$ cat config.mk
export PLATFORM = sky130hd
export DESIGN_NAME = fp_mul_pipe_flat
export DESIGN_NICKNAME = d
export VERILOG_FILES = /design/src/rtl/fp_mul_pipe_if.sv /design/src/rtl/fp_mul_pipe.sv /design/src/flat_wrapper.sv
export SDC_FILE = /design/constraint.sdc
export NUM_CORES = 1
export LEC_CHECK = 0
export BUFFER_PORTS_ARGS = -buffer_cell sky130_fd_sc_hd__buf_2
export CAP_MARGIN = 5
export CORE_MARGIN = 8
export CORE_UTILIZATION = 60
export DETAILED_ROUTE_END_ITERATION = 16
export PLACE_DENSITY_LB_ADDON = 0.2
export SYNTH_ARGS = -nofsm -noshare
export SYNTH_HDL_FRONTEND = slang
export SYNTH_SLANG_ARGS = --single-unit
export TNS_END_PERCENT = 10
$ cat constraint.sdc
create_clock -name clk -period 8.15 [get_ports clk]
set_input_delay 0.4075 -clock clk [delete_from_list [all_inputs] [get_ports clk]]
set_output_delay 0.4075 -clock clk [all_outputs]
set_load 0.02 [all_outputs]
$ cat src/rtl/fp_mul_pipe_if.sv
// Operand and result streams of the pipelined IEEE-754 multiplier.
// The slave side is the multiplier; the master side is the operand source and result sink.
interface fp_mul_pipe_if #(
   parameter int unsigned EXP_W  = 5,
   parameter int unsigned FRAC_W = 10
);
   localparam int unsigned W = 1 + EXP_W + FRAC_W;

   logic         in_valid;
   logic         in_ready;
   logic [W-1:0] in_a;
   logic [W-1:0] in_b;
   logic [1:0]   in_rm;
   logic         out_valid;
   logic         out_ready;
   logic [W-1:0] out_result;
   logic [3:0]   out_flags;

   modport master (
      output in_valid, in_a, in_b, in_rm, out_ready,
      input  in_ready, out_valid, out_result, out_flags
   );

   modport slave (
      input  in_valid, in_a, in_b, in_rm, out_ready,
      output in_ready, out_valid, out_result, out_flags
   );
endinterface

$ cat src/rtl/fp_mul_pipe.sv
// Three-stage IEEE-754 multiplier: unpack/multiply, normalise, round/pack.
// Whole pipeline freezes while the result is held by downstream backpressure.
module fp_mul_pipe #(
   parameter int unsigned EXP_W  = 5,
   parameter int unsigned FRAC_W = 10
) (
   input logic          clk,
   input logic          rst_n,
   fp_mul_pipe_if.slave io_mul
);
   localparam int unsigned W    = 1 + EXP_W + FRAC_W;
   localparam int unsigned M    = FRAC_W + 1;
   localparam int unsigned P    = 2 * M;
   localparam int unsigned XW   = EXP_W + 3;
   localparam int unsigned LZW  = $clog2(P + 1);
   localparam int unsigned SW   = EXP_W + 2 + FRAC_W;
   localparam int unsigned BIAS = (1 << (EXP_W - 1)) - 1;
   localparam logic [W-1:0] QNAN = {1'b0, {EXP_W{1'b1}}, 1'b1, {(FRAC_W - 1){1'b0}}};

   logic w_adv;
   logic r_out_valid;
   logic [W-1:0] r_out_result;
   logic [3:0] r_out_flags;

   assign w_adv             = ~(r_out_valid & ~io_mul.out_ready);
   assign io_mul.in_ready   = w_adv;
   assign io_mul.out_valid  = r_out_valid;
   assign io_mul.out_result = r_out_result;
   assign io_mul.out_flags  = r_out_flags;

   // ---------------- S1: unpack, classify, multiply ----------------
   logic w_sa, w_sb, w_s;
   logic [EXP_W-1:0] w_ea, w_eb, w_xa, w_xb;
   logic [FRAC_W-1:0] w_fa, w_fb;
   logic w_a_nan, w_b_nan, w_a_snan, w_b_snan, w_a_inf, w_b_inf, w_a_zero, w_b_zero;
   logic w_spec;
   logic [W-1:0] w_spec_res;
   logic [3:0] w_spec_flags;
   logic [P-1:0] w_prod;
   logic [EXP_W:0] w_exp_sum;

   assign {w_sa, w_ea, w_fa} = io_mul.in_a;
   assign {w_sb, w_eb, w_fb} = io_mul.in_b;
   assign w_s      = w_sa ^ w_sb;
   assign w_a_nan  = (&w_ea) & (|w_fa);
   assign w_b_nan  = (&w_eb) & (|w_fb);
   assign w_a_snan = w_a_nan & ~w_fa[FRAC_W-1];
   assign w_b_snan = w_b_nan & ~w_fb[FRAC_W-1];
   assign w_a_inf  = (&w_ea) & ~(|w_fa);
   assign w_b_inf  = (&w_eb) & ~(|w_fb);
   assign w_a_zero = ~(|w_ea) & ~(|w_fa);
   assign w_b_zero = ~(|w_eb) & ~(|w_fb);
   // Subnormals carry the minimum-normal exponent with a zero hidden bit
   assign w_xa      = (w_ea == '0) ? EXP_W'(1) : w_ea;
   assign w_xb      = (w_eb == '0) ? EXP_W'(1) : w_eb;
   assign w_prod    = {{M{1'b0}}, |w_ea, w_fa} * {{M{1'b0}}, |w_eb, w_fb};
   assign w_exp_sum = {1'b0, w_xa} + {1'b0, w_xb};

   always_comb begin
      w_spec       = 1'b1;
      w_spec_res   = QNAN;
      w_spec_flags = 4'b0000;
      if (w_a_nan | w_b_nan) begin
         w_spec_flags = {w_a_snan | w_b_snan, 3'b000};
      end else if ((w_a_inf & w_b_zero) | (w_a_zero & w_b_inf)) begin
         w_spec_flags = 4'b1000;
      end else if (w_a_inf | w_b_inf) begin
         w_spec_res = {w_s, {EXP_W{1'b1}}, {FRAC_W{1'b0}}};
      end else if (w_a_zero | w_b_zero) begin
         w_spec_res = {w_s, {(W - 1){1'b0}}};
      end else begin
         w_spec = 1'b0;
      end
   end

   logic r_s1_valid, r_s1_sign, r_s1_spec;
   logic [W-1:0] r_s1_spec_res;
   logic [3:0] r_s1_spec_flags;
   logic [1:0] r_s1_rm;
   logic [P-1:0] r_s1_prod;
   logic [EXP_W:0] r_s1_exp_sum;

   // ---------------- S2: normalise ----------------
   logic [LZW-1:0] w_lzc;
   logic [P-1:0] w_norm;
   logic signed [XW-1:0] w_be;

   always_comb begin
      w_lzc = LZW'(P);
      for (int i = 0; i < P; i++) begin
         if (r_s1_prod[i]) w_lzc = LZW'(P - 1 - i);
      end
   end

   assign w_norm = r_s1_prod << w_lzc;
   // Biased exponent of the leading-1 form; may be <= 0 for tiny results
   assign w_be = $signed({2'b00, r_s1_exp_sum}) + $signed(XW'(1)) - $signed(XW'(BIAS))
               - $signed(XW'(w_lzc));

   logic r_s2_valid, r_s2_sign, r_s2_spec;
   logic [W-1:0] r_s2_spec_res;
   logic [3:0] r_s2_spec_flags;
   logic [1:0] r_s2_rm;
   logic [P-1:0] r_s2_norm;
   logic signed [XW-1:0] r_s2_be;

   // ---------------- S3: denormalise, round, pack ----------------
   logic w_tiny, w_lost, w_rbit, w_sticky, w_inexact, w_inc, w_ovf, w_to_inf;
   logic [XW-1:0] w_shamt;
   logic [P-1:0] w_den;
   logic [M-1:0] w_mant;
   logic [EXP_W+1:0] w_exp_base;
   logic [SW-1:0] w_sum;
   logic [W-1:0] w_res;
   logic [3:0] w_flags;

   always_comb begin
      w_tiny  = r_s2_be[XW-1] | (r_s2_be == '0);
      w_shamt = XW'(1) - $unsigned(r_s2_be);
      w_den   = r_s2_norm;
      w_lost  = 1'b0;
      if (w_tiny) begin
         if (w_shamt >= XW'(P)) begin
            w_den  = '0;
            w_lost = |r_s2_norm;
         end else begin
            w_den  = r_s2_norm >> w_shamt;
            w_lost = |(r_s2_norm & ~({P{1'b1}} << w_shamt));
         end
      end
      w_mant    = w_den[P-1 -: M];
      w_rbit    = w_den[P-M-1];
      w_sticky  = (|w_den[P-M-2:0]) | w_lost;
      w_inexact = w_rbit | w_sticky;
      case (r_s2_rm)
         2'd0:    w_inc = w_rbit & (w_sticky | w_mant[0]);
         2'd1:    w_inc = 1'b0;
         2'd2:    w_inc = w_inexact & ~r_s2_sign;
         default: w_inc = w_inexact & r_s2_sign;
      endcase
      // The hidden bit adds one to the exponent field, so a subnormal carrying into it
      // becomes the minimum normal and a full mantissa carry bumps the exponent.
      w_exp_base = w_tiny ? '0 : (r_s2_be[EXP_W+1:0] - (EXP_W + 2)'(1));
      w_sum      = {w_exp_base, {FRAC_W{1'b0}}} + SW'(w_mant) + SW'(w_inc);
      w_ovf      = w_sum[SW-1 -: EXP_W+2] >= (EXP_W + 2)'((1 << EXP_W) - 1);
      w_to_inf   = (r_s2_rm == 2'd0) | ((r_s2_rm == 2'd2) & ~r_s2_sign)
                 | ((r_s2_rm == 2'd3) & r_s2_sign);
      if (w_ovf) begin
         w_res = w_to_inf ? {r_s2_sign, {EXP_W{1'b1}}, {FRAC_W{1'b0}}}
                          : {r_s2_sign, {(EXP_W - 1){1'b1}}, 1'b0, {FRAC_W{1'b1}}};
      end else begin
         w_res = {r_s2_sign, w_sum[EXP_W+FRAC_W-1:0]};
      end
      w_flags = {1'b0, w_ovf, w_tiny & w_inexact, w_inexact | w_ovf};
      if (r_s2_spec) begin
         w_res   = r_s2_spec_res;
         w_flags = r_s2_spec_flags;
      end
   end

   always_ff @(posedge clk) begin
      if (!rst_n) begin
         r_s1_valid   <= 1'b0;
         r_s2_valid   <= 1'b0;
         r_out_valid  <= 1'b0;
         r_out_result <= '0;
         r_out_flags  <= '0;
      end else if (w_adv) begin
         r_s1_valid      <= io_mul.in_valid;
         r_s1_sign       <= w_s;
         r_s1_spec       <= w_spec;
         r_s1_spec_res   <= w_spec_res;
         r_s1_spec_flags <= w_spec_flags;
         r_s1_rm         <= io_mul.in_rm;
         r_s1_prod       <= w_prod;
         r_s1_exp_sum    <= w_exp_sum;

         r_s2_valid      <= r_s1_valid;
         r_s2_sign       <= r_s1_sign;
         r_s2_spec       <= r_s1_spec;
         r_s2_spec_res   <= r_s1_spec_res;
         r_s2_spec_flags <= r_s1_spec_flags;
         r_s2_rm         <= r_s1_rm;
         r_s2_norm       <= w_norm;
         r_s2_be         <= w_be;

         r_out_valid     <= r_s2_valid;
         r_out_result    <= w_res;
         r_out_flags     <= w_flags;
      end
   end
endmodule

$ cat src/flat_wrapper.sv
// flat-port wrapper written by rule: the top's interface ports become plain ports
module fp_mul_pipe_flat 
#(
   parameter int unsigned EXP_W  = 5,
   parameter int unsigned FRAC_W = 10
)
  (clk, rst_n, io_mul_in_valid, io_mul_in_a, io_mul_in_b, io_mul_in_rm, io_mul_out_ready, io_mul_in_ready, io_mul_out_valid, io_mul_out_result, io_mul_out_flags);
  fp_mul_pipe_if #(.EXP_W(EXP_W), .FRAC_W(FRAC_W)) io_mul_i ();
  input logic clk;
  input logic rst_n;
  input wire logic [$bits(io_mul_i.in_valid)-1:0] io_mul_in_valid;
  input wire logic [$bits(io_mul_i.in_a)-1:0] io_mul_in_a;
  input wire logic [$bits(io_mul_i.in_b)-1:0] io_mul_in_b;
  input wire logic [$bits(io_mul_i.in_rm)-1:0] io_mul_in_rm;
  input wire logic [$bits(io_mul_i.out_ready)-1:0] io_mul_out_ready;
  output wire logic [$bits(io_mul_i.in_ready)-1:0] io_mul_in_ready;
  output wire logic [$bits(io_mul_i.out_valid)-1:0] io_mul_out_valid;
  output wire logic [$bits(io_mul_i.out_result)-1:0] io_mul_out_result;
  output wire logic [$bits(io_mul_i.out_flags)-1:0] io_mul_out_flags;
  assign io_mul_i.in_valid = io_mul_in_valid;
  assign io_mul_i.in_a = io_mul_in_a;
  assign io_mul_i.in_b = io_mul_in_b;
  assign io_mul_i.in_rm = io_mul_in_rm;
  assign io_mul_i.out_ready = io_mul_out_ready;
  assign io_mul_in_ready = io_mul_i.in_ready;
  assign io_mul_out_valid = io_mul_i.out_valid;
  assign io_mul_out_result = io_mul_i.out_result;
  assign io_mul_out_flags = io_mul_i.out_flags;
  fp_mul_pipe #(.EXP_W(EXP_W), .FRAC_W(FRAC_W)) u_core (.clk(clk), .rst_n(rst_n), .io_mul(io_mul_i));
endmodule
==> impl_metrics.csv, run 1 <==
group,metric,value,unit
critical_path,worst_setup_path_end_kind,"flop",
global_route,grt_first_pass_wirelength,46700,µm
timing,final_slew_violations,0,
timing,fin_crit_sh,84.2,%
yosys,postSynthNetCount,1546,
timing,tns,0,ps
run_status,run_status,"finished clean",
die,core_area,19300,µm²
timing,max_slew_margin,34.6,%
yosys,post_synth_most_frequent_cells,"151 x inv_1, 151 x nand2_1, 93 x nor2_1, 83 x ha_1, 82 x fa_1",
power_and_ir_drop,leak_pwr,5.32,nW
critical_path,crit_required,8370,ps
job,maxCapViolations,0,
clock_network,cts.sink_count,97,
global_route,antenna_found_initial,0,
clock_network,insertion_delay,350,ps
routing,detail_route.vias_per_cell,6.09,
routing,wl_per_cell,17.5,µm
clock_network,cts_hold_repair.buffers,0,
clock_network,htree_num_levels,3,
clock_network,cts.repair_timing.setup_buffer_count,0,
finish,area_delta_synth_final,6.15,%
die,die_area,24300,µm²
yosys,synth_largest_area_cell,"edfxtp_1",
hold_path,hold_path_depth,1,
clock_network,ctsLongestPathBuffers,2,
timing,max_clock_freq,0.146,GHz
die,die_h,156,µm
routing,detail_route.first_pass.iterations,5,
finish,post_route_cells_drive_above_1_share,11.4,%
finish,final.fill_count,1690,
timing,finalSetupViolCount,0,
global_route,gr-total-overflow,0,
yosys,post_synth_instance_area,11800,µm²
power_and_ir_drop,power.ir.vdd_worst,0.191,mV
finish,final_net_count,1553,
place,hpwl,22200,µm
finish,num_antenna_cells,0,
timing,timing.hold.ws,232,ps
die,initial_utilization,60.8,%
yosys,synth-async-reset-ratio,0,%
critical_path,start_kind,"flop",
global_route,grt_usage,23.4,%
timing,worst_skew,7.75,ps
timing,layout_min_cycle_time,6860,ps
critical_path,cp.arrival,7090,ps
routing,drt_wl_total,28300,µm
clock_network,clkTransAtPathRegs,70,ps
place,place.port_buffers,59,
clock_network,cts-resized-gates,0,
clock_network,cts_tree,"yes",
die,horizontal_extent_of_the_die,156,µm
routing,drc_violations_left,0,
die,fp-row-count,51,
routing,num_vias,9863,
yosys,synth.yosys.warnings,0,
power_and_ir_drop,finalPower,4.72,mW
yosys,ys_types,92,
hold_path,worst_min_delay_path_class,"in -> reg",
routing,drtAntennaViolNets,0,
critical_path,critPathKind,"reg -> reg",
clock_network,tritoncts.num_buffers,9,
die,boundaryPins,60,
place,gp_congestion,0.938,
routing,drt_iter0_markers,463,
timing,worst-slew-pin-transition,981,ps
global_route,grt_max_degree,76,
critical_path,worst_r2r_path_depth,22,
global_route,first_global_vias,9900,
yosys,yosysTopAreaCellShare,18.9,%
yosys,yosys_most_used_dff,"edfxtp_1",
clock_network,clk_root_buffer_cell,"clkbuf_16",
yosys,postSynthAreaPerCell,8.75,µm²
yosys,seq_area_frac_synth,22.8,%
yosys,post_synth_inst_count,1343,
yosys,ys_ff_latch,97,
timing,finalHoldViolCount,0,
timing,rsz0062_at_grt,"false",
critical_path,worstPathMaxFanout,43,
yosys,synth_edf_count,74,
power_and_ir_drop,power.density,378,nW/µm²
finish,final_util,64.5,%
yosys,synthTopCellsByArea,"edfxtp_1 19%, fa_1 14%, ha_1 8.8%, inv_1 4.8%, nand2_1 4.8%",
## per-layer routing
layer,vias up,share of wire (%),track usage [%]
met5,-,0,0
met4,0,3.5,10.5
met3,84,4.3,2.49
met2,291,52,44.1
met1,4772,40,26.0
li1,4716,-,-
## area by class of cell
class	count	area, µm²	share of cell area [%]
Multi-Input combinational cell	1016	8180	65.6
Sequential cell	97	2680	21.5
Inverter	155	584	4.68
Timing Repair Buffer	71	385	3.09
Tap cell	265	332	2.66
Clock buffer	9	225	1.81
Clock inverter	7	87.6	0.702
## worst paths after layout
path	startpoint	end	slack, ps
max	u_core.r_s2_be[1]	u_core.io_mul.out_result[4]	1290
min	io_mul_in_rm[0]	u_core.r_s1_rm[0]	230
max reg2reg	u_core.r_s2_be[1]	u_core.io_mul.out_result[4]	1290
min reg2reg	u_core.r_s1_spec_res[9]	u_core.r_s2_spec_res[9]	430
## cells by family (layout without fill, tap and decap cells)
| group | after synthesis | in the layout | synth area share (%) |
|---|---|---|---|
| flops | 97 | 97 | 22.8 |
| fa+ha+maj | 167 | 167 | 23.0 |
| buf+inv | 230 | 242 | 7.62 |
| xor+xnor | 50 | 50 | 3.73 |
| compound gates | 284 | 284 | 17.7 |
| mux | 51 | 51 | 5.49 |
| simple gates | 464 | 464 | 19.7 |
## layout by cell type (no fill, tap or decap), types with 8 or more instances in the layout
master	netlist	final
a211oi_1	21	21
a21boi_0	11	11
a21o_1	9	9
a21oi_1	48	48
a22oi_1	16	16
a31oi_1	12	12
and2_1	64	64
and3_1	12	12
buf_2	8	59
buf_4	1	12
clkbuf_16	0	9
dfxtp_1	23	23
edfxtp_1	74	74
fa_1	82	82
ha_1	83	83
inv_1	151	150
mux2_2	21	21
mux2i_1	20	20
mux4_2	8	8
nand2_1	151	151
nand2b_1	13	13
nand3_1	40	40
nor2_1	93	93
nor2b_1	16	16
nor3_1	24	24
nor4_1	13	13
o211ai_1	21	21
o211ai_2	9	9
o21ai_0	41	41
or3_1	8	8
xnor2_1	37	37
xor2_1	13	13
## metrics by stage
stage / area [µm²] / setup slack (ps) / std cells
final: 12500 / 1290 / 1620
after global routing: 12500 / 870 / 1620
after CTS: 12500 / 1360 / 1620
after detailed placement: 12200 / 1390 / 1604
after global placement: 12200 / 1550 / 1604
after floorplan: 11800 / 2350 / 1343
## critical path, cell delays in order (launching register included)
cell      delay (ps)
edfxtp_1         320
buf_4            450
inv_1            380
ha_1             390
buf_4            310
mux2_2           400
mux4_2           500
o41ai_1          400
a211oi_1         120
o21ai_0          210
a21oi_1           90
o31ai_1          450
nand3_1          220
nand3b_1         140
o41ai_1          100
ha_1             210
o21ai_1          240
o41ai_4          150
and3_1           220
or3_4            380
o32ai_4          400
nand2b_1         500
o211ai_2         140
## state kept, by name, indices dropped and copies added, names as in the netlist
register                  flops
u_core.r_s1_prod             22
u_core.r_s2_norm             22
u_core.io_mul.out_result     16
u_core.r_s2_be                8
u_core.r_s1_exp_sum           6
u_core.io_mul.out_flags       4
u_core.r_s1_spec_res          3
u_core.r_s2_spec_res          3
u_core.r_s1_rm                2
u_core.r_s2_rm                2
u_core.io_mul.out_valid       1
u_core.r_s1_sign              1
u_core.r_s1_spec              1
u_core.r_s1_spec_flags        1
u_core.r_s1_valid             1
u_core.r_s2_sign              1
u_core.r_s2_spec              1
u_core.r_s2_spec_flags        1
u_core.r_s2_valid             1
## where the power goes
group	internal, mW	leakage, nW	switching, mW
registers	0.812	0.905	0.289
logic	1.35	4.27	1.83
clock network	0.243	0.147	0.188
total	2.41	5.32	2.31
No activity file was read; power rests on OpenSTA's default activity.
==> inputs of run 2 (changes only) <==
ABC_AREA = 1   (was not set)
CORE_UTILIZATION = 58   (was 60)
clock period = 6.15 ns   (was 8.15 ns; I/O delays follow)
==> impl_metrics.csv, run 2 <==
group,metric,value,unit
run_status,run_status,"finished clean",
yosys,yosysTopAreaCellShare,19.1,%
critical_path,timing.critical_path.max_delay_family,"adder cells",
routing,num_vias,10328,
place,gp_congestion,1.00,
yosys,post_synth_instance_area,11600,µm²
global_route,grt_usage,23.2,%
timing,fin_crit_sh,90.4,%
global_route,gr-total-overflow,0,
yosys,synth-async-reset-ratio,0,%
timing,max_slew_margin,39.6,%
yosys,synth_edf_count,74,
power_and_ir_drop,power.ir.vdd_worst,0.198,mV
clock_network,insertion_delay,360,ps
timing,final_slew_violations,0,
finish,layout.cells.most_common,"nand2_1",
timing,rsz0062_at_grt,"false",
die,die_area,24800,µm²
global_route,antenna_found_initial,0,
yosys,ys_types,62,
global_route,first_global_vias,10211,
critical_path,cpPeakStageDelay,540,ps
timing,finalSetupViolCount,0,
critical_path,worstPathMaxFanout,12,
timing,tns,0,ps
timing,worst-slew-pin-transition,907,ps
critical_path,worst_setup_path_end_kind,"flop",
timing,post-route-worst-setup-slack,593,ps
finish,final.fill_count,1837,
power_and_ir_drop,share_clk_of_total_power,9.8,%
timing,layout_min_cycle_time,5560,ps
yosys,post_synth_most_frequent_cells,"418 x nand2_1, 301 x inv_1, 156 x nand3_1, 104 x nor2_1, 83 x ha_1",
finish,area_delta_synth_final,6.83,%
die,initial_utilization,58.2,%
yosys,seq_area_frac_synth,23.1,%
power_and_ir_drop,power.density,467,nW/µm²
place,hpwl,22200,µm
timing,finalHoldViolCount,0,
timing,max_clock_freq,0.180,GHz
yosys,synthTopCellsByArea,"edfxtp_1 19%, fa_1 14%, nand2_1 13%, inv_1 9.7%, ha_1 8.9%",
critical_path,start_kind,"input port",
finish,multi_input_gate_area,7520,µm²
clock_network,htree_num_levels,3,
clock_network,cts_hold_repair.buffers,0,
global_route,grt_max_degree,78,
place,pre_cts_ws,203,ps
hold_path,worst_min_delay_path_class,"in -> reg",
routing,detail_route.first_pass.iterations,5,
global_route,grt_first_pass_wirelength,46700,µm
routing,drtAntennaViolNets,0,
timing,worst_skew,12.0,ps
clock_network,cts_tree,"yes",
power_and_ir_drop,power_switching_share,51.2,%
power_and_ir_drop,power_frac_comb,68.3,%
finish,final_net_count,1837,
yosys,synth_largest_area_cell,"edfxtp_1",
critical_path,crit_required,6260,ps
yosys,ys_ff_latch,97,
power_and_ir_drop,leak_pwr,6.50,nW
routing,drt_iter0_markers,587,
routing,drc_violations_left,0,
job,maxCapViolations,0,
yosys,postSynthNetCount,1817,
die,horizontal_extent_of_the_die,158,µm
power_and_ir_drop,internal_portion_of_total_power,2.83,mW
die,boundaryPins,60,
critical_path,cp.arrival,5670,ps
clock_network,tritoncts.num_buffers,9,
critical_path,worst-path-buf-inv,6,
routing,detail_route.vias_per_cell,5.41,
routing,drt_wl_total,27900,µm
power_and_ir_drop,p_sw,2.98,mW
power_and_ir_drop,share_seq_of_total_power,21.9,%
critical_path,critPathKind,"in -> reg",
die,core_area,20000,µm²
yosys,synth.yosys.warnings,0,
clock_network,ctsLongestPathBuffers,2,
yosys,synthMostInstantiatedCell,"nand2_1",
place,place.port_buffers,59,
clock_network,clkTransAtPathRegs,70,ps
die,fp-row-count,52,
clock_network,clk_root_buffer_cell,"clkbuf_16",
finish,seqCellArea,2680,µm²
yosys,postSynthAreaPerCell,7.21,µm²
yosys,post_synth_inst_count,1614,
yosys,yosys_most_used_dff,"edfxtp_1",
finish,final_util,62.2,%
critical_path,critical-path-slowest-cell,"fa_1",
finish,post_route_cells_drive_above_1_share,9.46,%
clock_network,cts.repair_timing.setup_buffer_count,0,
die,die_h,158,µm
clock_network,cts-resized-gates,0,
finish,most-common-layout-cells,"418 x nand2_1, 301 x inv_1, 156 x nand3_1, 103 x nor2_1, 83 x ha_1",
finish,num_antenna_cells,0,
routing,wl_per_cell,14.6,µm
clock_network,cts.sink_count,97,
==> run 2: power by group through the flow <==
stage | sequential [mW] | combinational (mW) | clock [mW]
floorplan | 1.24 | 3.08 | 0
global placement | 1.28 | 3.89 | 0
detailed placement | 1.28 | 3.95 | 0
CTS | 1.26 | 3.97 | 0.585
global route | 1.30 | 4.52 | 0.607
finish | 1.27 | 3.97 | 0.570
==> run 2: path summary, 6_finish.rpt <==
path                                   startpoint                          end  slack [ps]  depth (start not counted)
worst max-delay path               io_mul_in_a[7]         u_core.r_s1_prod[20]         590                         26
worst min-delay path              io_mul_in_rm[1]            u_core.r_s1_rm[1]         120                          1
worst max register to register  u_core.r_s2_be[2]  u_core.io_mul.out_result[8]        1280                         30
worst min register to register   u_core.r_s1_sign             u_core.r_s2_sign         420                          0
==> run 2: cell type report <==
cell class,count,area share (%)
clock buffer,10,2.01
clock inverter,6,0.453
inverter,306,9.27
multi-input combinational,1145,60.5
sequential,97,21.6
tap,270,2.72
timing repair buffer,75,3.44
==> run 2: through the flow <==
| step | power [mW] | hold slack (ps) | cells | cell area [µm²] |
|---|---|---|---|---|
| 5_1_grt | 6.42 | 106 | 1909 | 12400 |
| 2_1_floorplan | 4.32 | 400 | 1614 | 11600 |
| 4_1_cts | 5.82 | 105 | 1909 | 12400 |
| 6_report | 5.81 | 117 | 1909 | 12400 |
| 3_3_place_gp | 5.17 | 401 | 1893 | 12100 |
| 3_5_place_dp | 5.23 | 405 | 1893 | 12100 |
==> run 2: layer usage <==
metal	share of wire, %	track usage, %	up-vias
met2	52	42.2	334
met3	5.0	2.73	64
met5	0	0	-
li1	-	-	5138
met1	40	27.1	4792
met4	3.0	9.70	0
==> run 2: logic make-up after synthesis <==
family / Yosys count / share of synthesized area (%)
flops: 97 / 23.1
buf+inv: 372 / 12.4
xor+xnor: 42 / 3.39
fa+ha+maj: 165 / 23.0
simple gates: 772 / 29.4
compound gates: 166 / 8.72
